File: config.mk
export PLATFORM = sky130hd
export DESIGN_NAME = adder_arbiter
export DESIGN_NICKNAME = d
export VERILOG_FILES = /design/src/rtl/adder_arb_pkg.sv /design/src/rtl/adder_arbiter_rr_grant.sv /design/src/rtl/adder_arbiter.sv
export SDC_FILE = /design/constraint.sdc
export NUM_CORES = 1
export LEC_CHECK = 0
export ABC_AREA = 1
export CAP_MARGIN = 0
export CELL_PAD_IN_SITES_DETAIL_PLACEMENT = 2
export CELL_PAD_IN_SITES_GLOBAL_PLACEMENT = 2
export CORE_MARGIN = 3
export CORE_UTILIZATION = 27
export DETAILED_ROUTE_END_ITERATION = 12
export DONT_BUFFER_PORTS = 1
export GPL_ROUTABILITY_DRIVEN = 0
export PLACE_DENSITY = 0.76
export SYNTH_ARGS = -nofsm -noshare
export SYNTH_HDL_FRONTEND = slang
export SYNTH_SLANG_ARGS = --single-unit
File: constraint.sdc
create_clock -name clk -period 3.2 [get_ports clk]
set_input_delay 0.64 -clock clk [delete_from_list [all_inputs] [get_ports clk]]
set_output_delay 0.64 -clock clk [all_outputs]
set_load 0.005 [all_outputs]
File: src/rtl/adder_arb_pkg.sv
// rtl/adder_arb_pkg.sv - shared constants, response record and id-width helper for adder_arbiter
package adder_arb_pkg;

  localparam int MAX_REQ   = 8;
  localparam int MAX_ID_W  = 3;
  localparam int MAX_WIDTH = 64;

  // Sized for the largest supported configuration; the top slices what it needs.
  typedef struct packed {
    logic [MAX_ID_W-1:0]  id;
    logic                 cout;
    logic [MAX_WIDTH-1:0] sum;
  } rsp_t;

  function automatic int id_width(input int n);
    return (n < 2) ? 1 : $clog2(n);
  endfunction

endpackage

File: src/rtl/adder_arbiter_rr_grant.sv
// rtl/adder_arbiter_rr_grant.sv - one-hot grant search starting at ptr_i; ptr_i tied to 0 gives fixed priority
module rr_grant #(
  parameter int N   = 4,
  parameter int IDW = 2
) (
  input  logic           en_i,
  input  logic [N-1:0]   req_i,
  input  logic [IDW-1:0] ptr_i,
  output logic [N-1:0]   gnt_o,
  output logic [IDW-1:0] idx_o
);

  int             pos;
  logic [IDW-1:0] cand;
  logic           found;

  always_comb begin
    gnt_o = '0;
    idx_o = '0;
    found = 1'b0;
    pos   = 0;
    cand  = '0;
    for (int k = 0; k < N; k++) begin
      pos = int'(ptr_i) + k;
      if (pos >= N) pos = pos - N;
      cand = IDW'(pos);
      if (en_i && !found && req_i[cand]) begin
        gnt_o[cand] = 1'b1;
        idx_o       = cand;
        found       = 1'b1;
      end
    end
  end

endmodule

File: src/rtl/adder_arbiter.sv
// rtl/adder_arbiter.sv - one shared WIDTH-bit adder behind a valid/ready arbiter with a single response slot
// ADDER_ARB_RR_EN selects round-robin arbitration; otherwise lowest index wins.
module adder_arbiter
  import adder_arb_pkg::*;
#(
  parameter  int NUM_REQ = 4,
  parameter  int WIDTH   = 32,
  localparam int ID_W    = id_width(NUM_REQ)
) (
  input  logic                     clk,
  input  logic                     rst_n,
  input  logic [NUM_REQ-1:0]       req_valid,
  output logic [NUM_REQ-1:0]       req_ready,
  input  logic [NUM_REQ*WIDTH-1:0] req_a,
  input  logic [NUM_REQ*WIDTH-1:0] req_b,
  output logic                     rsp_valid,
  input  logic                     rsp_ready,
  output logic [ID_W-1:0]          rsp_id,
  output logic [WIDTH-1:0]         rsp_sum,
  output logic                     rsp_cout
);

  logic               rsp_valid_q, rsp_valid_d;
  rsp_t               rsp_q, rsp_d;
  logic [NUM_REQ-1:0] grant;
  logic [ID_W-1:0]    grant_idx;
  logic [ID_W-1:0]    ptr;
  logic               grant_en;
  logic               accept;
  logic [WIDTH-1:0]   a_sel, b_sel;
  logic [WIDTH:0]     sum_w;
  logic               unused_rsp_bits;

  // Reset is folded in so no requester sees a grant while the slot is being cleared.
  assign grant_en = rst_n & (~rsp_valid_q | rsp_ready);

  rr_grant #(.N(NUM_REQ), .IDW(ID_W)) u_grant (
    .en_i  (grant_en),
    .req_i (req_valid),
    .ptr_i (ptr),
    .gnt_o (grant),
    .idx_o (grant_idx)
  );

  assign req_ready = grant;
  assign accept    = |grant;

`ifdef ADDER_ARB_RR_EN
  logic [ID_W-1:0] ptr_q, ptr_d;

  always_comb begin
    ptr_d = ptr_q;
    if (accept) ptr_d = (grant_idx == ID_W'(NUM_REQ - 1)) ? '0 : grant_idx + 1'b1;
  end

  always_ff @(posedge clk) begin
    if (!rst_n) ptr_q <= '0;
    else        ptr_q <= ptr_d;
  end

  assign ptr = ptr_q;
`else
  assign ptr = '0;
`endif

  assign a_sel = req_a[int'(grant_idx)*WIDTH +: WIDTH];
  assign b_sel = req_b[int'(grant_idx)*WIDTH +: WIDTH];
  assign sum_w = {1'b0, a_sel} + {1'b0, b_sel};

  // Data fields only change on accept, so a drain leaves the last result visible.
  always_comb begin
    rsp_d       = rsp_q;
    rsp_valid_d = rsp_valid_q;
    if (accept) begin
      rsp_valid_d = 1'b1;
      rsp_d.id    = MAX_ID_W'(grant_idx);
      rsp_d.cout  = sum_w[WIDTH];
      rsp_d.sum   = MAX_WIDTH'(sum_w[WIDTH-1:0]);
    end else if (rsp_ready) begin
      rsp_valid_d = 1'b0;
    end
  end

  always_ff @(posedge clk) begin
    if (!rst_n) begin
      rsp_valid_q <= 1'b0;
      rsp_q       <= '0;
    end else begin
      rsp_valid_q <= rsp_valid_d;
      rsp_q       <= rsp_d;
    end
  end

  assign rsp_valid       = rsp_valid_q;
  assign rsp_id          = rsp_q.id[ID_W-1:0];
  assign rsp_cout        = rsp_q.cout;
  assign rsp_sum         = rsp_q.sum[WIDTH-1:0];
  assign unused_rsp_bits = ^rsp_q;

endmodule

==> results of run 1 <==
-- worst paths after layout --
check,endpoint,start,slack [ps]
worst min register to register,rsp_id[1]$_SDFFE_PN0P_,rsp_id[1]$_SDFFE_PN0P_,520
worst max-delay path,rsp_sum[19]$_SDFFE_PN0P_,rst_n,-110
worst max register to register,rsp_sum[19]$_SDFFE_PN0P_,rsp_valid$_SDFFE_PN0P_,-110
worst min-delay path,rsp_sum[11]$_SDFFE_PN0P_,rst_n,490
-- power by group --
group	switching (W)	leakage, nW	internal [W]	total (W)
clock	0.000215	0.0798	0.000367	0.000581
combinational	0.00209	4.44	0.00136	0.00345
sequential	0.0000773	0.299	0.000530	0.000608
total	0.00238	4.82	0.00226	0.00464
-- area by class of cell --
class	instances	area (um^2)
well taps	285	357
fillers	2753	13600
multi-input cells	814	5350
clock inverters	3	42.5
flip-flops and latches	36	722
clock buffers	5	125
repair buffers	148	1410
inverters	301	1140
-- state kept, by name (all words and copies together), names as in the netlist --
signal and count:
rsp_sum 32, rsp_cout 1, rsp_id 2, rsp_valid 1
-- kinds of logic (layout without fill, tap and decap cells) --
family          Yosys count  in the layout  share of synthesized area
compound gates          197            197                      0.215
xor+xnor                 11             11                     0.0154
fa+ha+maj                33             33                     0.0672
buf+inv                 351            457                      0.225
flops                    36             36                      0.115
simple gates            571            573                      0.362
-- stage by stage --
step           worst slack (ps)  hold slack, ps
2_1_floorplan              42.4             457
5_1_grt                    -262             481
6_report                   -111             486
4_1_cts                   -9.32             483
3_3_place_gp               -350             488
3_5_place_dp               -529             498
-- per-layer routing --
metal | routed length, um | vias to the layer above | track usage
li1 | - | 3939 | -
met1 | 14500 | 4259 | 0.263
met2 | 21700 | 339 | 0.483
met3 | 1550 | 111 | 0.0400
met4 | 1940 | 0 | 0.0721
met5 | 0 | - | 0
-- layout by cell type (no fill, tap or decap), types with 5 or more instances in the layout --
cell	count
ha_4	28
nand2_2	62
nand3_4	5
nor2_2	14
inv_4	6
inv_1	277
xnor2_1	5
inv_2	18
nand4_1	7
o21ai_0	9
nand2_8	5
a21oi_1	17
buf_4	110
buf_6	20
dfxtp_1	35
clkbuf_16	8
nand3_2	20
nand2_4	20
nor2_1	18
nand3_1	25
nand2_1	369
nor2_4	13
a21oi_2	13
o211ai_1	130
buf_12	9
buf_8	5
o21ai_1	16
-- worst max-delay path, cell delays in order --
cell      delay (ps)
inv_4             20
a21oi_4          160
o21ai_2           90
nand2_2           80
inv_4             50
nand3_4          100
buf_12           150
nand2_8          100
buf_8            150
o211ai_1         200
nand2_1          130
ha_4             270
nand2_1           90
nand2_2          130
inv_1            120
nand2_1           80
nand2_1          120
nand3b_1         280
nand2_1          200
nand2_1           80
nand2_1           80
nand3_2           60
nand2_1           60
inv_1             30
-- repair_timing --
item | 4_1_cts | 5_1_grt
setup buffers | 11 | 20
setup endpoints to repair | 23 | 29
gates resized for setup | 101 | 215
cloned | 2 | 5
hold endpoints to repair | 0 | 0
pin swaps | 27 | 109
==> reports/qor.yml, run 1 <==
grt_setup_unrepaired: "true"
postPlaceCellArea_mm2: 0.00725
synthCells: 1199
final_util: 0.403
cts.path.max_buffers: 2
ys_top_cells_by_count: "nand2_1, inv_1, o211ai_1"
synth.ff_latch_count: 36
drv_cap: 0
gr-total-overflow: 0
cts_inserted_buffers: 5
root_buffer: "clkbuf_16"
coreArea_mm2: 0.0227
place_inst: 1546
clock_latency_ps: 290
fin_total_pwr_w: 0.00464
antenna_found_initial: 0
power_density_mw_per_mm2: 507
grt_pass1_wl_um: 47800
design_area_mm2: 0.00915
yosys_warnings: 0
die_h_um: 158
yosys.cell_count.top_type: "nand2_1"
critPathRequiredTime_ps: 3390
grt_use_total: 0.244
wire_per_inst_um: 24.9
cts_hold_buf: 0
finalNetCount: 1602
vias: 8648
outcome: "complete, but fails checks"
yosys_most_used_dff: "dfxtp_1"
relSlewSlack: 0.658
setup_viol: 15
wl_um: 39700
min_path_cells: 2
worstMarginPinSlew_ps: 511
tns_ps: -946
syn_area_per_cell_um2: 5.22
finalHoldViolations: 0
drt_iter0_drc: 406
critical_path_arrival_ps: 3500
synth_fp_nets: 1495
setup_slack_ps: -111
reg2reg_depth: 23
ioPinCount: 303
area_growth_pct: 46.2
synth_area_mm2: 0.00626
report.final.slew_viol_count: 0
path_clk_slew_ps: 60
hp-class: "in2reg"
drt-pass1-iter-count: 5
cts_tree: "done"
synth_area_leaders: "nand2_1, inv_1, o211ai_1, dfxtp_1, ha_1"
dp_hpwl_um: 25700
ys_seq_area_frac: 0.115
critPathKind: "in2reg"
route.detailed.vias_per_inst: 5.43
violations: "setup timing"
yosysTopAreaCellShare: 0.271
worstSetupStartpointType: "primary input"
yosysTopAreaCell: "nand2_1"
dieArea_mm2: 0.0250
path_max_fanout: 29
port_buffers: 0
async_flop_share: 0
cts_max_level: 2
synth_edf_count: 0
rows: 55
fmax_ghz: 0.302
fin_crit_ps: 3310
grt_start_max_net_pins: 42
fin_crit_sh: 1.03
layout-drive-gt1-share: 0.296
antenna_left: 0
leakage_nw: 4.82
cp-end-kind: "register"
diodes: 0
grt_pass1_vias: 8858
final_cells: 1592
clock_sinks: 36
start_util: 0.276
fin_worst_skew_ps: 8.70
drc: 0
vdd_ir_drop_max_mv: 0.199
die_width_um: 158
ys_types: 35
(Power assumes the default switching activity.)
==> run 2, diff against run 1 <==
--- a/config.mk
+++ b/config.mk
@@ -9,7 +9,7 @@
 export CAP_MARGIN = 0
 export CELL_PAD_IN_SITES_DETAIL_PLACEMENT = 2
 export CELL_PAD_IN_SITES_GLOBAL_PLACEMENT = 2
-export CORE_MARGIN = 3
+export CORE_MARGIN = 5
 export CORE_UTILIZATION = 27
 export DETAILED_ROUTE_END_ITERATION = 12
 export DONT_BUFFER_PORTS = 1
==> run 2 against run 1 <==
The flow still finishes with violations (setup timing). Non-clock buffer count fell by 3. Die area rose by 5.1%. Register-to-register slack improved by 50 ps. Power fell by 4.1%. Clock power barely moved. Critical path type unchanged. Critical endpoint is now rsp_sum[14]$_SDFFE_PN0P_. Largest cell class unchanged.
==> reports/qor.yml, run 2 (synthesis gave the netlist of run 1 again) <==
antenna_found_initial: 0  # unchanged
vdd_ir_drop_max_mv: 0.185  # -6.9%
grt_start_max_net_pins: 67  # +60%
cp.depth: 23  # -4.2%
cts_max_level: 2  # unchanged
outcome: "complete, but fails checks"
start_util: 0.276  # unchanged
worstSetupStartpoint: "rst_n"
cts_tree: "done"
final_util: 0.400  # -0.00287
drc: 0  # unchanged
crit_path_end: "rsp_sum[14]$_SDFFE_PN0P_"
hp-class: "in2reg"
reg2reg_to: "rsp_sum[14]$_SDFFE_PN0P_"
critical_path_arrival_ps: 3490  # about the same
grt_pass1_wl_um: 49200  # +3.1%
cts.path.max_buffers: 2  # unchanged
crit_family: "simple AND/OR/NAND/NOR gates"
coreArea_mm2: 0.0227  # unchanged
rows: 55  # unchanged
hp-start: "rst_n"
die_h_um: 162  # +2.5%
grt_pass1_vias: 8997  # +1.6%
clock_latency_ps: 290  # about the same
cp_common_cell: "nand2_1"
layout_common_cells: "nand2_1, inv_1, o211ai_1"
drt-pass1-iter-count: 4  # -1
max_stage_delay_ps: 320  # +40 ps
path_clk_slew_ps: 60  # about the same
crit_chain: "inv_4 > a21oi_4 > o21ai_2 > nand2_1 > inv_2 > nand3_4 > buf_12 > nand2_8 > buf_12 > o211ai_1 > nand2_1 > ha_4 > buf_6 > nand2_2 > nor2_4 > nand2_1 > nand3_2 > nand2_1 > nand2_4 > buf_6 > xor2_2 > nand2_1 > a21oi_1"
drt_iter0_drc: 259  # -36%
die_width_um: 162  # +2.5%
r2r_start: "rsp_valid$_SDFFE_PN0P_"
grt_setup_unrepaired: "true"
diodes: 0  # unchanged
worstSetupStartpointType: "primary input"
setup_slack_ps: -66.8  # +44.5 ps
fin_worst_skew_ps: 3.64  # -5.06 ps
report.final.slew_viol_count: 0  # unchanged
r2r_setup_slack_ps: -60  # +50 ps
violations: "setup timing"
worstMarginPinSlew_ps: 557  # +46.7 ps
dieArea_mm2: 0.0263  # +5.1%
place_inst: 1542  # -0.26%
fin_crit_sh: 1.02  # -0.0139
relSlewSlack: 0.627  # -0.0312
wl_um: 36800  # -7.4%
clock_sinks: 36  # unchanged
path_buf_inv: 6  # unchanged
ioPinCount: 303  # unchanged
cts_hold_buf: 0  # unchanged
port_buffers: 0  # unchanged
final_common_cell: "nand2_1"
root_buffer: "clkbuf_16"
path_max_fanout: 29  # unchanged
cp_slowest_cell: "ha_4"
vias: 8393  # -2.9%
reg2reg_depth: 22  # -4.3%
antenna_left: 0  # unchanged
layout-drive-gt1-share: 0.282  # -0.0141
setup_viol: 3  # -12
power_density_mw_per_mm2: 490  # -3.4%
fin_crit_ps: 3270  # -44.5 ps
gr-total-overflow: 0  # unchanged
drv_cap: 0  # unchanged
finalHoldViolations: 0  # unchanged
final_cells: 1590  # -0.13%
leakage_nw: 4.83  # about the same
fmax_ghz: 0.306  # +1.4%
pre_cts_slack_ps: -562  # -33.3 ps
dp_hpwl_um: 25800  # +0.47%
route.detailed.vias_per_inst: 5.28  # -2.8%
grt_use_total: 0.237  # -0.00741
largest_register_ffs: 32  # unchanged
area_growth_pct: 45.1
finalNetCount: 1600  # -0.12%
wire_per_inst_um: 23.1  # -7.2%
critPathKind: "in2reg"
critPathRequiredTime_ps: 3430  # +40 ps
cts_inserted_buffers: 5  # unchanged
cp-end-kind: "register"
run 2: cell count changes in the layout (fill, tap and decap cells not counted), sizes merged:
cell and delta:
buf -5, bufbuf +1, clkbuf +1, nand2 +1
run 2: worst min path at each step:
stage	to	slack, ps	depth (start not counted)
2_1_floorplan	rsp_id[0]$_SDFFE_PN0P_	460	2
3_3_place_gp	rsp_id[1]$_SDFFE_PN0P_	490	2
3_5_place_dp	rsp_id[1]$_SDFFE_PN0P_	500	2
4_1_cts	rsp_sum[16]$_SDFFE_PN0P_	480	2
5_1_grt	rsp_sum[16]$_SDFFE_PN0P_	470	2
6_report	rsp_sum[16]$_SDFFE_PN0P_	460	2
run 2: worst register-to-register path: stages (launching register included):
cell	delay, ps
dfxtp_2	330
a21oi_4	190
o21ai_2	90
nand2_1	80
inv_2	60
nand3_4	110
buf_12	160
nand2_8	100
buf_12	150
o211ai_1	180
nand2_1	140
ha_4	320
buf_6	130
nand2_2	90
nor2_4	150
nand2_1	90
nand3_2	100
nand2_1	110
nand2_4	120
buf_6	110
xor2_2	140
nand2_1	80
a21oi_1	150
run 2: repair_timing:
| item | 4_1_cts | 5_1_grt |
|---|---|---|
| resized for setup | 111 | 173 |
| setup endpoints to repair | 23 | 29 |
| gates cloned | 3 | 7 |
| buffers inserted | 15 | 16 |
| pin swaps | 22 | 92 |
| hold endpoints to repair | 0 | 0 |
run 2: layer usage:
metal	GRT usage	part of all wire
met2	0.460	0.54
met5	0	0
met4	0.0669	0.039
met3	0.0513	0.050
met1	0.255	0.37
run 2: stage by stage:
stage	TNS (ps)	instance area (um^2)	hold slack [ps]	power, W
finish	-88.4	9080	465	0.00445
detailed placement	-11650	7250	500	0.00294
CTS	-619	8200	481	0.00389
global route	-3210	9080	467	0.00473
floorplan	0	6260	457	0.00194
global placement	-7720	7250	491	0.00285
run 2: final cells by class:
class	instances	area (um^2)
clock inverters	3	42.5
clock buffers	5	125
inverters	301	1140
well taps	285	357
fillers	2764	13600
repair buffers	145	1390
multi-input cells	815	5310
flip-flops and latches	36	722
run 2: report_power, final:
group / internal, W / leakage [nW] / switching [W]
clock network: 0.000366 / 0.0798 / 0.000214
logic: 0.00134 / 4.45 / 0.00192
registers: 0.000530 / 0.299 / 0.0000780
total: 0.00224 / 4.83 / 0.00221
